--- config.mk ---
export PLATFORM = sky130hd
export DESIGN_NAME = eprisc_iobus_master
export DESIGN_NICKNAME = d
export VERILOG_FILES = /design/src/rtl/eprisc_iobus_master.sv
export SDC_FILE = /design/constraint.sdc
export NUM_CORES = 1
export LEC_CHECK = 0
export BUFFER_PORTS_ARGS = -buffer_cell sky130_fd_sc_hd__buf_4
export CAP_MARGIN = 20
export CORE_MARGIN = 5
export CORE_UTILIZATION = 39
export CTS_BUF_LIST = sky130_fd_sc_hd__clkbuf_2
export DETAILED_ROUTE_END_ITERATION = 16
export PLACE_DENSITY_LB_ADDON = 0.15
export RECOVER_POWER = 50
export SYNTH_ARGS = -nofsm -noshare
export SYNTH_HDL_FRONTEND = slang
export SYNTH_SLANG_ARGS = --single-unit
--- constraint.sdc ---
create_clock -name iClk -period 2.2 [get_ports iClk]
set_input_delay 0.55 -clock iClk [delete_from_list [all_inputs] [get_ports iClk]]
set_output_delay 0.55 -clock iClk [all_outputs]
set_load 0.05 [all_outputs]
--- src/rtl/eprisc_iobus_master.sv ---
`timescale 1ns/1ps
`default_nettype none
// ============================================================================
// Module   : eprisc_iobus_master
// Purpose  : CPU-side epRISC I/O bus master; builds 7-phase bus frames from
//            single requests, resets the controller and syncs its interrupt.
// Revision : 1.0  initial release
// ============================================================================
module eprisc_iobus_master #(
    parameter int unsigned CLK_DIV      = 4,
    parameter logic [1:0]  SELECT       = 2'b01,
    parameter int unsigned RESET_CYCLES = 4
) (
    input  logic        iClk,
    input  logic        iRst,
    input  logic        iReqValid,
    output logic        oReqReady,
    input  logic        iReqWrite,
    input  logic [14:0] iReqAddr,
    input  logic [15:0] iReqData,
    output logic        oRspValid,
    output logic [15:0] oRspData,
    output logic        oBusClock,
    output logic [1:0]  oBusSelect,
    output logic [7:0]  oBusMOSI,
    input  logic [7:0]  iBusMISO,
    input  logic        iBusInterrupt,
    output logic        oIrq
);

    localparam int unsigned C_HALF_W  = $clog2(CLK_DIV);
    localparam int unsigned C_RST_LEN = RESET_CYCLES * 2 * CLK_DIV;
    localparam int unsigned C_RST_W   = $clog2(C_RST_LEN + 1);
    localparam logic [C_HALF_W-1:0] C_HALF_MAX = C_HALF_W'(CLK_DIV - 1);
    localparam logic [C_RST_W-1:0]  C_RST_MAX  = C_RST_W'(C_RST_LEN - 1);
    localparam logic [2:0]          C_LAST_PH  = 3'd6;

    typedef enum logic [1:0] {
        S_RESET = 2'd0,
        S_IDLE  = 2'd1,
        S_FRAME = 2'd2,
        S_FETCH = 2'd3
    } state_t;

    state_t                state_q, state_d;
    logic [C_HALF_W-1:0]   half_q, half_d;
    logic [2:0]            phase_q, phase_d;
    logic [C_RST_W-1:0]    rcnt_q, rcnt_d;
    logic [31:0]           word_q, word_d;
    logic                  bclk_q, bclk_d;
    logic [1:0]            sel_q, sel_d;
    logic [7:0]            mosi_q, mosi_d;
    logic                  rsp_valid_q, rsp_valid_d;
    logic [15:0]           rsp_data_q, rsp_data_d;
    logic [15:0]           rd_q, rd_d;
    logic                  irq_meta_q, irq_q;

    logic                  w_tick;
    logic                  w_accept;
    logic [7:0]            w_frame_byte;

    assign oReqReady  = (state_q == S_IDLE) && !rsp_valid_q;
    assign w_accept   = iReqValid && oReqReady;
    assign w_tick     = (half_q == C_HALF_MAX);
    assign oRspValid  = rsp_valid_q;
    assign oRspData   = rsp_data_q;
    assign oBusClock  = bclk_q;
    assign oBusSelect = sel_q;
    assign oBusMOSI   = mosi_q;
    assign oIrq       = irq_q;

    // Byte for the phase the controller enters on the coming rising edge.
    always_comb begin
        w_frame_byte = 8'h00;
        case (phase_q)
            3'd1:    w_frame_byte = word_q[7:0];
            3'd2:    w_frame_byte = word_q[15:8];
            3'd3:    w_frame_byte = word_q[23:16];
            3'd4:    w_frame_byte = word_q[31:24];
            default: w_frame_byte = 8'h00;
        endcase
    end

    always_comb begin
        state_d     = state_q;
        half_d      = half_q;
        phase_d     = phase_q;
        rcnt_d      = rcnt_q;
        word_d      = word_q;
        bclk_d      = bclk_q;
        sel_d       = sel_q;
        mosi_d      = mosi_q;
        rsp_valid_d = 1'b0;
        rsp_data_d  = rsp_data_q;
        rd_d        = rd_q;
        case (state_q)
            S_RESET: begin
                sel_d  = 2'b00;
                bclk_d = 1'b0;
                if (rcnt_q == C_RST_MAX) begin
                    sel_d   = SELECT;
                    state_d = S_IDLE;
                end else begin
                    rcnt_d = rcnt_q + 1'b1;
                end
            end
            S_IDLE: begin
                if (w_accept) begin
                    word_d  = {iReqWrite, iReqAddr, iReqData};
                    half_d  = '0;
                    phase_d = 3'd0;
                    state_d = S_FRAME;
                end
            end
            default: begin
                half_d = half_q + 1'b1;
                if (w_tick) begin
                    half_d = '0;
                    bclk_d = ~bclk_q;
                    if (!bclk_q) begin
                        mosi_d = w_frame_byte;
                    end else begin
                        // Read data for the previous frame arrives in LOLO/LO of the fetch frame.
                        if (state_q == S_FETCH && phase_q == 3'd1) rd_d[7:0]  = iBusMISO;
                        if (state_q == S_FETCH && phase_q == 3'd2) rd_d[15:8] = iBusMISO;
                        if (phase_q == C_LAST_PH) begin
                            phase_d = 3'd0;
                            if (state_q == S_FRAME && !word_q[31]) begin
                                state_d = S_FETCH;
                            end else begin
                                state_d     = S_IDLE;
                                rsp_valid_d = 1'b1;
                                if (state_q == S_FETCH) rsp_data_d = rd_q;
                            end
                        end else begin
                            phase_d = phase_q + 3'd1;
                        end
                    end
                end
            end
        endcase
    end

    always_ff @(posedge iClk) begin
        if (iRst) begin
            state_q     <= S_RESET;
            half_q      <= '0;
            phase_q     <= 3'd0;
            rcnt_q      <= '0;
            word_q      <= 32'h0;
            bclk_q      <= 1'b0;
            sel_q       <= 2'b00;
            mosi_q      <= 8'h00;
            rsp_valid_q <= 1'b0;
            rsp_data_q  <= 16'h0;
            rd_q        <= 16'h0;
            irq_meta_q  <= 1'b0;
            irq_q       <= 1'b0;
        end else begin
            state_q     <= state_d;
            half_q      <= half_d;
            phase_q     <= phase_d;
            rcnt_q      <= rcnt_d;
            word_q      <= word_d;
            bclk_q      <= bclk_d;
            sel_q       <= sel_d;
            mosi_q      <= mosi_d;
            rsp_valid_q <= rsp_valid_d;
            rsp_data_q  <= rsp_data_d;
            rd_q        <= rd_d;
            irq_meta_q  <= iBusInterrupt;
            irq_q       <= irq_meta_q;
        end
    end

endmodule
`default_nettype wire

==> flow_metrics.py, run 1 <==
metrics = {
    "cts": {
        "cts-htree-levels": 3,
        "clk_latency_ns": 0.54,
        "cts_root_buffer": "clkbuf_2",
        "clk_pin_slew_ns": 0.27,
        "cts_hold_buf": 0,
        "cts_tree": "yes",
        "clk_path_buf_depth": 2,
        "numCtsBuffers": 9,
        "cts_sinks": 90,
    },
    "worst_setup_path": {
        "cp_slowest_cell": "dfxtp_2",
        "worstPathCellList": "nor3b_2, buf_4",
        "cp_data_required_time_ns": 1.65,
        "regToRegSetupSlack_ns": 0.30,
        "endpoint_kind": "primary output",
        "max_stage_delay_ns": 0.44,
        "critPathMaxFanout": 9,
        "arrival_ns": 1.44,
        "critPathLaunchType": "flop",
        "critical_path_class": "reg -> out",
    },
    "run": {
        "max_cap_viol_count": 0,
    },
    "floorplan": {
        "rows": 35,
        "die_w_microns": 106.9,
        "start_util_pct": 39.80,
        "die_y_microns": 106.9,
        "die-area_sq_um": 11420,
        "io_pins": 74,
        "coreArea_sq_um": 9196,
    },
    "synthesis": {
        "synth_fp_nets": 469,
        "synth_area_sq_um": 3660,
        "async_flop_share_pct": 0,
        "synth_ff_type": "dfxtp_1",
        "synth_top_cell_by_area": "dfxtp_1",
        "ys.warnings.count": 0,
        "synth-edff-count": 0,
        "ys_types": 47,
        "synth_seq_cells": 90,
        "synth_cells": 422,
        "yosys-top-cells-area": "dfxtp_1, nand2_1, a21oi_1",
        "syn_area_per_cell_sq_um": 8.672,
        "synth.top_cell.area_share_pct": 49.23,
        "ys_seq_area_share_pct": 49.23,
    },
    "timing": {
        "setup_viol": 0,
        "setup_ws_ns": 0.2078,
        "finalCritPeriodShare_pct": 90.56,
        "slew_headroom_pct": 9.411,
        "slew_violations": 0,
        "worstMarginPinSlew_ns": 1.359,
        "layout_min_cycle_time_ns": 1.992,
        "finalSetupTns_ns": 0,
        "fmax_mhz": 501.9,
        "rsz0062_at_grt": "no",
        "hold_slack_ns": 0.1850,
        "finalHoldViolCount": 0,
        "fin_skew_ns": 0.01945,
    },
    "final_layout": {
        "final_net_count": 534,
        "final_util_pct": 47.50,
        "layout-area-overhead-vs-synth_pct": 19.35,
        "nFillCells": 949,
        "final_common_cell": "nand2_1",
        "drive_gt1_share_pct": 21.95,
        "mostFrequentLayoutCells": "nand2_1, dfxtp_1, buf_4, a21oi_1, nor2_1",
        "final_cells": 603,
        "antenna_cells": 0,
    },
    "global_route": {
        "grtUsageMet2_pct": 23.92,
        "grt_start_max_net_pins": 32,
        "antenna_found_initial": 0,
        "busiest_layer": "met2",
        "grt_util_met1_pct": 20.47,
        "grt_usage_pct": 15.45,
        "use_met3_pct": 5.659,
        "grt_pass1_wl_microns": 14210,
        "grt_overflow_total": 0,
        "grt_pass1_vias": 2906,
    },
    "detailed_routing": {
        "vias": 3078,
        "drcViolationCount": 0,
        "first_iter_violations": 115,
        "wl_microns": 8373,
        "drtAntennaViolNets": 0,
        "first_pass_iters": 4,
        "wire_per_inst_microns": 13.89,
        "viasPerCell": 5.104,
    },
    "placement": {
        "routabilityCongestion": 0.7679,
        "pre_cts_slack_ns": 0.3491,
        "io_buffers": 72,
        "place_hpwl_microns": 5892,
        "dp_cells": 587,
    },
    "worst_hold_path": {
        "min_path_type": "in -> reg",
    },
    "pwr": {
        "p_leak_uw": 0.001603,
        "ir_drop_mv": 0.4992,
        "cellPowerDensity_nw_per_um2": 611.8,
    },
    "run_status": {
        "outcome": "completed",
    },
}
==> repair_timing <==
item,in CTS,in global routing
setup buffers,0,0
gates resized for setup,0,1
setup endpoints to repair,0,1
==> where the power goes <==
part / switching [uW] / internal, uW
Clock: 620 / 291
Combinational: 53.1 / 59.8
Sequential: 4.98 / 1640
==> flip-flops by register name (all words and copies together), names as in the netlist, 2 cells and up <==
register / flops
half_q: 2
oBusMOSI: 8
oRspData: 16
phase_q: 3
rcnt_q: 6
rd_q: 16
state_q: 2
word_q: 32
==> critical path, delay by kind of cell, from the launching register on <==
kind / cells / cell delay (ns)
DFF: 1 / 0.44
and+or+nand+nor: 1 / 0.23
buffers and inverters: 1 / 0.23
==> logic make-up (layout without fill, tap and decap cells) <==
family	Yosys count	after routing	share of synthesized area [%]
flip-flops	90	90	49.23
multiplexers	19	19	5.231
AO/OA/AOI/OAI	97	97	16.41
adder cells (fa/ha/maj)	3	3	1.026
AND/OR/NAND/NOR	177	177	22.87
other	1	1	0.1025
XOR/XNOR	1	1	0.2394
buffers and inverters	34	104	4.889
==> path summary, 6_finish.rpt <==
check,startpoint,endpoint,cells after the start
max reg2reg,rcnt_q[0],rcnt_q[3],4
max,state_q[1],oReqReady,2
min,iBusInterrupt,irq_meta_q,2
min reg2reg,irq_meta_q,oIrq,1
==> metal layers <==
metal | wire length (microns) | part of all wire [%]
met5 | 0 | 0
met4 | 89 | 1.1
met3 | 509 | 6.1
met2 | 3819 | 46
met1 | 3954 | 47
==> through the flow <==
stage	instance area (sq um)	total power, uW
6_report	4368	2673
4_1_cts	4425	2717
3_5_place_dp	4297	1795
5_1_grt	4368	2805
2_1_floorplan	3660	1719
3_3_place_gp	4297	1793
==> synthesized netlist by cell type, drive strengths merged (2+ instances only) <==
cell     count
and2         2
and3         4
nand2      101
o2bb2ai      8
o21a         2
dfxtp       90
a22oi        4
nand4        3
ha           3
nor2b        7
nor3         3
nor4         2
mux2i       18
nor3b        4
clkbuf      13
buf         18
a211oi       2
nor2        30
a221oi       7
a21oi       64
o21ai        4
nand3        5
nand3b      12
inv          3
==> cell type report <==
class	instances	area [sq um]	area share [%]
well taps	111	138.9	3.180
repair buffers	85	611.8	14.01
clock inverters	7	83.83	1.919
clock buffers	9	45.04	1.031
flip-flops and latches	90	1803	41.28
multi-input cells	298	1674	38.33
inverters	3	11.26	0.2578
Note: power is estimated with default switching activity, not from simulation.
==> run 2, diff against run 1 <==
- CORE_UTILIZATION: 39 -> 46
- CTS_BUF_LIST: sky130_fd_sc_hd__clkbuf_2 -> sky130_fd_sc_hd__clkbuf_4 sky130_fd_sc_hd__clkbuf_8 sky130_fd_sc_hd__clkbuf_16
==> run 2 against run 1 <==
  * Combinational power about the same
  * Setup slack improved by 0.098 ns
  * Utilization increased by 8.5 points
  * Largest power group unchanged
  * Cell count down 1.7%
  * Sequential power barely moved
==> flow_metrics.py, run 2 (synthesis gave the netlist of run 1 again) <==
metrics = {
    "floorplan": {
        "coreArea_sq_um": 7727,
        "start_util_pct": 47.36,
        "die_w_microns": 99.20,
        "rows": 32,
        "die-area_sq_um": 9840,
        "die_y_microns": 99.20,
        "io_pins": 74,
    },
    "final_layout": {
        "regMostFlops": "word_q",
        "mostFrequentLayoutCells": "nand2_1, dfxtp_1, a21oi_1, buf_4, nor2_1",
        "final_util_pct": 56.01,
        "final_common_cell": "nand2_1",
        "largest_register_ffs": 32,
        "antenna_cells": 0,
        "final_net_count": 533,
        "layout-area-overhead-vs-synth_pct": 18.26,
        "post-route-cell-area_sq_um": 4328,
        "final_cells": 593,
        "drive_gt1_share_pct": 16.29,
    },
    "worst_setup_path": {
        "critPathMaxFanout": 11,
        "endpoint_kind": "primary output",
        "cp_data_required_time_ns": 1.65,
        "critical_path_class": "reg -> out",
        "arrival_ns": 1.34,
        "critPathLaunchType": "flop",
    },
    "placement": {
        "place_area_sq_um": 4265,
        "dp_cells": 577,
        "io_buffers": 72,
        "routabilityCongestion": 0.7799,
        "place_hpwl_microns": 5836,
    },
    "pwr": {
        "ir_drop_mv": 0.4225,
        "switchingPower_uw": 639.7,
        "combPwrFrac_pct": 3.9,
        "seqPwrFrac_pct": 58.7,
        "clkPwrFrac_pct": 37.4,
        "p_total_uw": 2793,
        "cellPowerDensity_nw_per_um2": 645.3,
        "p_int_uw": 2153,
        "p_leak_uw": 0.001500,
        "switching_share_pct": 22.91,
    },
    "global_route": {
        "grt_usage_pct": 17.00,
        "grt_overflow_total": 0,
        "antenna_found_initial": 0,
        "grt_start_max_net_pins": 49,
        "grt_pass1_wl_microns": 13670,
        "grt_pass1_vias": 2905,
    },
    "cts": {
        "clk_latency_ns": 0.35,
        "clk_pin_slew_ns": 0.09,
        "clk_path_buf_depth": 2,
        "numCtsBuffers": 9,
        "cts_resized": 0,
        "cts_sinks": 90,
        "post_cts_buffers": 0,
        "cts_hold_buf": 0,
        "cts_root_buffer": "clkbuf_8",
        "cts_tree": "yes",
        "cts-htree-levels": 3,
    },
    "timing": {
        "slew_headroom_pct": 37.03,
        "finalCritPeriodShare_pct": 86.09,
        "setup_viol": 0,
        "finalHoldViolCount": 0,
        "rsz0062_at_grt": "no",
        "worstMarginPinSlew_ns": 0.9446,
        "fmax_mhz": 528.0,
        "fin_skew_ns": 0.008826,
        "finalSetupTns_ns": 0,
        "layout_min_cycle_time_ns": 1.894,
        "slew_violations": 0,
    },
    "detailed_routing": {
        "wire_per_inst_microns": 13.87,
        "first_pass_iters": 4,
        "wl_microns": 8226,
        "drcViolationCount": 0,
        "vias": 3085,
        "drtAntennaViolNets": 0,
        "first_iter_violations": 90,
        "viasPerCell": 5.202,
    },
    "run_status": {
        "outcome": "completed",
    },
    "worst_hold_path": {
        "min_path_type": "in -> reg",
    },
    "run": {
        "max_cap_viol_count": 0,
    },
}
## run 2: changes by cell type in the layout (fill, tap and decap cells not counted), moves of 2 or more
cell / change
buf_4: -23
inv_8: -2
inv_6: -2
clkinv_4: +2
clkbuf_2: -13
clkbuf_8: +10
clkbuf_1: +26
## run 2: area by class of cell
| type | count | area, sq um |
|---|---|---|
| fill | 745 | 3400 |
| timing repair buffer | 84 | 516.7 |
| clock inverter | 5 | 38.79 |
| inverter | 3 | 11.26 |
| clock buffer | 11 | 145.1 |
| tap | 102 | 127.6 |
| sequential | 90 | 1802 |
| multi-input combinational | 298 | 1687 |
## run 2: power groups by stage
stage / logic (uW) / registers (uW) / clock network [uW]
floorplan: 40.1 / 1680 / 0
CTS: 113 / 1640 / 1080
global placement: 111 / 1680 / 0
global route: 121 / 1640 / 1160
detailed placement: 113 / 1680 / 0
finish: 110 / 1640 / 1040
## run 2: path summary, 6_finish.rpt
| path | start | endpoint | slack, ns | depth (start not counted) |
|---|---|---|---|---|
| min reg2reg | irq_meta_q | oIrq | 0.46 | 1 |
| max | state_q[1] | oReqReady | 0.31 | 2 |
| min | iBusInterrupt | irq_meta_q | 0.40 | 2 |
| max reg2reg | phase_q[2] | oRspData[10] | 0.33 | 4 |
## run 2: through the flow
stage                     setup slack (ns)  hold WS [ns]
after floorplan                     0.3025        0.4138
after global placement              0.4462        0.4258
after detailed placement            0.3632        0.4378
after CTS                           0.3167        0.3867
after global routing                0.1336        0.3765
final                               0.3061        0.4036
## run 2: metal layers
| metal | up-vias | GRT usage [%] | share of wire, % |
|---|---|---|---|
| li1 | 1569 | - | - |
| met1 | 1434 | 21.47 | 47 |
| met2 | 72 | 26.96 | 46 |
| met3 | 10 | 6.311 | 5.9 |
| met4 | 0 | 5.462 | 1.5 |
| met5 | - | 0 | 0 |
## run 2: critical path, stage by stage, from the launching register on
cell and delay, ns:
dfxtp_1 0.44, nor3b_1 0.30, buf_4 0.25
==> run 3, diff against run 2 <==
- ABC_AREA: unset -> 1
- CORE_UTILIZATION: 46 -> 50
==> run 3 against run 2 <==
  * Critical path depth is 3 higher
  * Final area is 0.61% higher
  * First-iteration DRC count is 41% higher
==> flow_metrics.py, run 3 <==
metrics = {
    "run_status": {
        "outcome": "completed",
    },
    "floorplan": {
        "die_w_microns": 95.40,
        "die_y_microns": 95.40,
        "io_pins": 74,
        "rows": 31,
        "die-area_sq_um": 9100,
        "coreArea_sq_um": 7176,
        "start_util_pct": 50.81,
    },
    "synthesis": {
        "synth_area_sq_um": 3646,
        "syn_area_per_cell_sq_um": 7.336,
        "synth.top_cell.area_share_pct": 49.42,
        "synth_ff_type": "dfxtp_1",
        "synth_common_cells": "nor2_1, dfxtp_1, nand2_1, o21ai_0, o21ai_1",
        "synth_fp_nets": 544,
        "synth-edff-count": 0,
        "ys_types": 29,
        "synth_top_cell_by_area": "dfxtp_1",
        "ys_seq_area_share_pct": 49.42,
        "synth_cells": 497,
        "async_flop_share_pct": 0,
        "synth_most_common_cell": "nor2_1",
        "yosys-top-cells-area": "dfxtp_1, nor2_1, o21ai_0",
        "ys.warnings.count": 0,
        "synth_seq_cells": 90,
    },
    "cts": {
        "clk_path_buf_depth": 2,
        "cts_sinks": 90,
        "numCtsBuffers": 9,
        "cts-htree-levels": 3,
        "cts_tree": "yes",
        "clk_latency_ns": 0.36,
        "cts_hold_buf": 0,
        "post_cts_buffers": 0,
        "cts_root_buffer": "clkbuf_8",
        "clk_pin_slew_ns": 0.08,
    },
    "final_layout": {
        "final_common_cell": "nor2_1",
        "final_cells": 661,
        "layout-area-overhead-vs-synth_pct": 19.42,
        "drive_gt1_share_pct": 13.88,
        "antenna_cells": 0,
        "post-route-cell-area_sq_um": 4354,
        "largest_register_ffs": 32,
        "regMostFlops": "word_q",
        "final_util_pct": 60.68,
        "mostFrequentLayoutCells": "nor2_1, dfxtp_1, nand2_1, o21ai_0, buf_4",
        "nFillCells": 687,
        "final_net_count": 604,
    },
    "timing": {
        "slew_headroom_pct": 34.84,
        "finalSetupTns_ns": 0,
        "finalCritPeriodShare_pct": 89.61,
        "finalHoldViolCount": 0,
        "fin_skew_ns": 0.008829,
        "fmax_mhz": 507.2,
        "layout_min_cycle_time_ns": 1.971,
        "rsz0062_at_grt": "no",
        "setup_ws_ns": 0.2286,
        "setup_viol": 0,
        "worstMarginPinSlew_ns": 0.9764,
        "slew_violations": 0,
    },
    "global_route": {
        "grt_pass1_vias": 3083,
        "grt_usage_pct": 19.91,
        "grtUsageMet2_pct": 30.50,
        "grt_util_met1_pct": 27.79,
        "antenna_found_initial": 0,
        "grt_overflow_total": 0,
        "grt_pass1_wl_microns": 14260,
        "busiest_layer": "met2",
        "use_met3_pct": 3.710,
        "grt_start_max_net_pins": 43,
    },
    "pwr": {
        "p_leak_uw": 0.001959,
        "switchingPower_uw": 655.1,
        "switching_share_pct": 21.04,
        "p_int_uw": 2458,
        "cellPowerDensity_nw_per_um2": 715.1,
        "ir_drop_mv": 0.4003,
        "combPwrFrac_pct": 3.7,
        "seqPwrFrac_pct": 52.6,
        "clkPwrFrac_pct": 43.7,
    },
    "placement": {
        "routabilityCongestion": 0.8392,
        "dp_cells": 645,
        "place_hpwl_microns": 6007,
        "place_area_sq_um": 4218,
        "io_buffers": 72,
        "pre_cts_slack_ns": 0.3840,
    },
    "detailed_routing": {
        "first_pass_iters": 4,
        "drcViolationCount": 0,
        "drtAntennaViolNets": 0,
        "wire_per_inst_microns": 12.90,
        "viasPerCell": 4.989,
        "first_iter_violations": 127,
        "vias": 3298,
        "wl_microns": 8526,
    },
    "worst_setup_path": {
        "critPathLaunchType": "flop",
        "regToRegSetupSlack_ns": 0.32,
        "endpoint_kind": "primary output",
        "critPathMaxFanout": 5,
        "cp_data_required_time_ns": 1.65,
        "arrival_ns": 1.42,
        "critical_path_class": "reg -> out",
    },
    "run": {
        "max_cap_viol_count": 0,
    },
    "worst_hold_path": {
        "min_path_type": "in -> reg",
    },
}
==> run 3: cell types whose count changed after synthesis, moves of 9 or more <==
cell / previous run / this run
a21oi_1: 64 / 18
inv_1: 2 / 15
mux2i_1: 18 / 0
nand2_1: 100 / 60
nand3_1: 4 / 18
nand3b_1: 12 / 0
nand4_1: 3 / 15
nor2_1: 30 / 143
o21ai_0: 3 / 54
o21ai_1: 0 / 19
o21bai_1: 0 / 9
==> run 3: worst max-delay path, stage by stage (launching register included) <==
cell and delay (ns):
dfxtp_1 0.39, inv_2 0.08, nor2_2 0.14, inv_1 0.14, nor2_1 0.12, buf_4 0.20
==> run 3: final cells by class <==
type | count | area (sq um) | share of cell area [%]
flip-flops and latches | 90 | 1802 | 41.38
multi-input cells | 356 | 1628 | 37.38
repair buffers | 77 | 466.7 | 10.72
clock buffers | 9 | 123.9 | 2.845
clock inverters | 7 | 123.9 | 2.845
well taps | 99 | 123.9 | 2.845
inverters | 23 | 86.33 | 1.983
==> run 3: final timing paths <==
path | startpoint | end | cells past startpoint
worst max register to register | state_q[0] | word_q[6] | 6
worst min-delay path | iBusInterrupt | irq_meta_q | 3
worst max-delay path | state_q[0] | oReqReady | 5
worst min register to register | irq_meta_q | oIrq | 2
==> run 3: cell families after synthesis <==
logic type / share of synthesized area, %
compound gates: 14.72
xor+xnor: 0.2403
fa+ha+maj: 1.030
buf+inv: 5.937
flops: 49.42
other cells: 0.1029
simple gates: 28.55
==> run 3: routing by layer <==
metal,part of all wire (%),vias to the layer above
li1,-,1737
met1,50,1488
met2,45,63
met3,3.8,10
met4,1.3,0
met5,0,-
==> run 3: power by group through the flow <==
stage / Sequential [uW] / Combinational (uW) / Clock (uW)
6_report: 1640 / 115 / 1360
5_1_grt: 1640 / 127 / 1440
4_1_cts: 1640 / 117 / 1380
3_5_place_dp: 1680 / 116 / 0
3_3_place_gp: 1680 / 115 / 0
2_1_floorplan: 1680 / 45.0 / 0
==> run 3: repair_timing <==
action / 4_1_cts / 5_1_grt
endpoints found under the setup margin: 0 / 1
gates resized for setup: 0 / 1
hold endpoints to repair: 0 / 0
==> run 3: per-stage QoR <==
stage	power [uW]	hold WS (ns)
finish	3114	0.4079
global route	3210	0.4055
CTS	3141	0.3989
detailed placement	1794	0.4091
global placement	1792	0.3964
floorplan	1723	0.3883
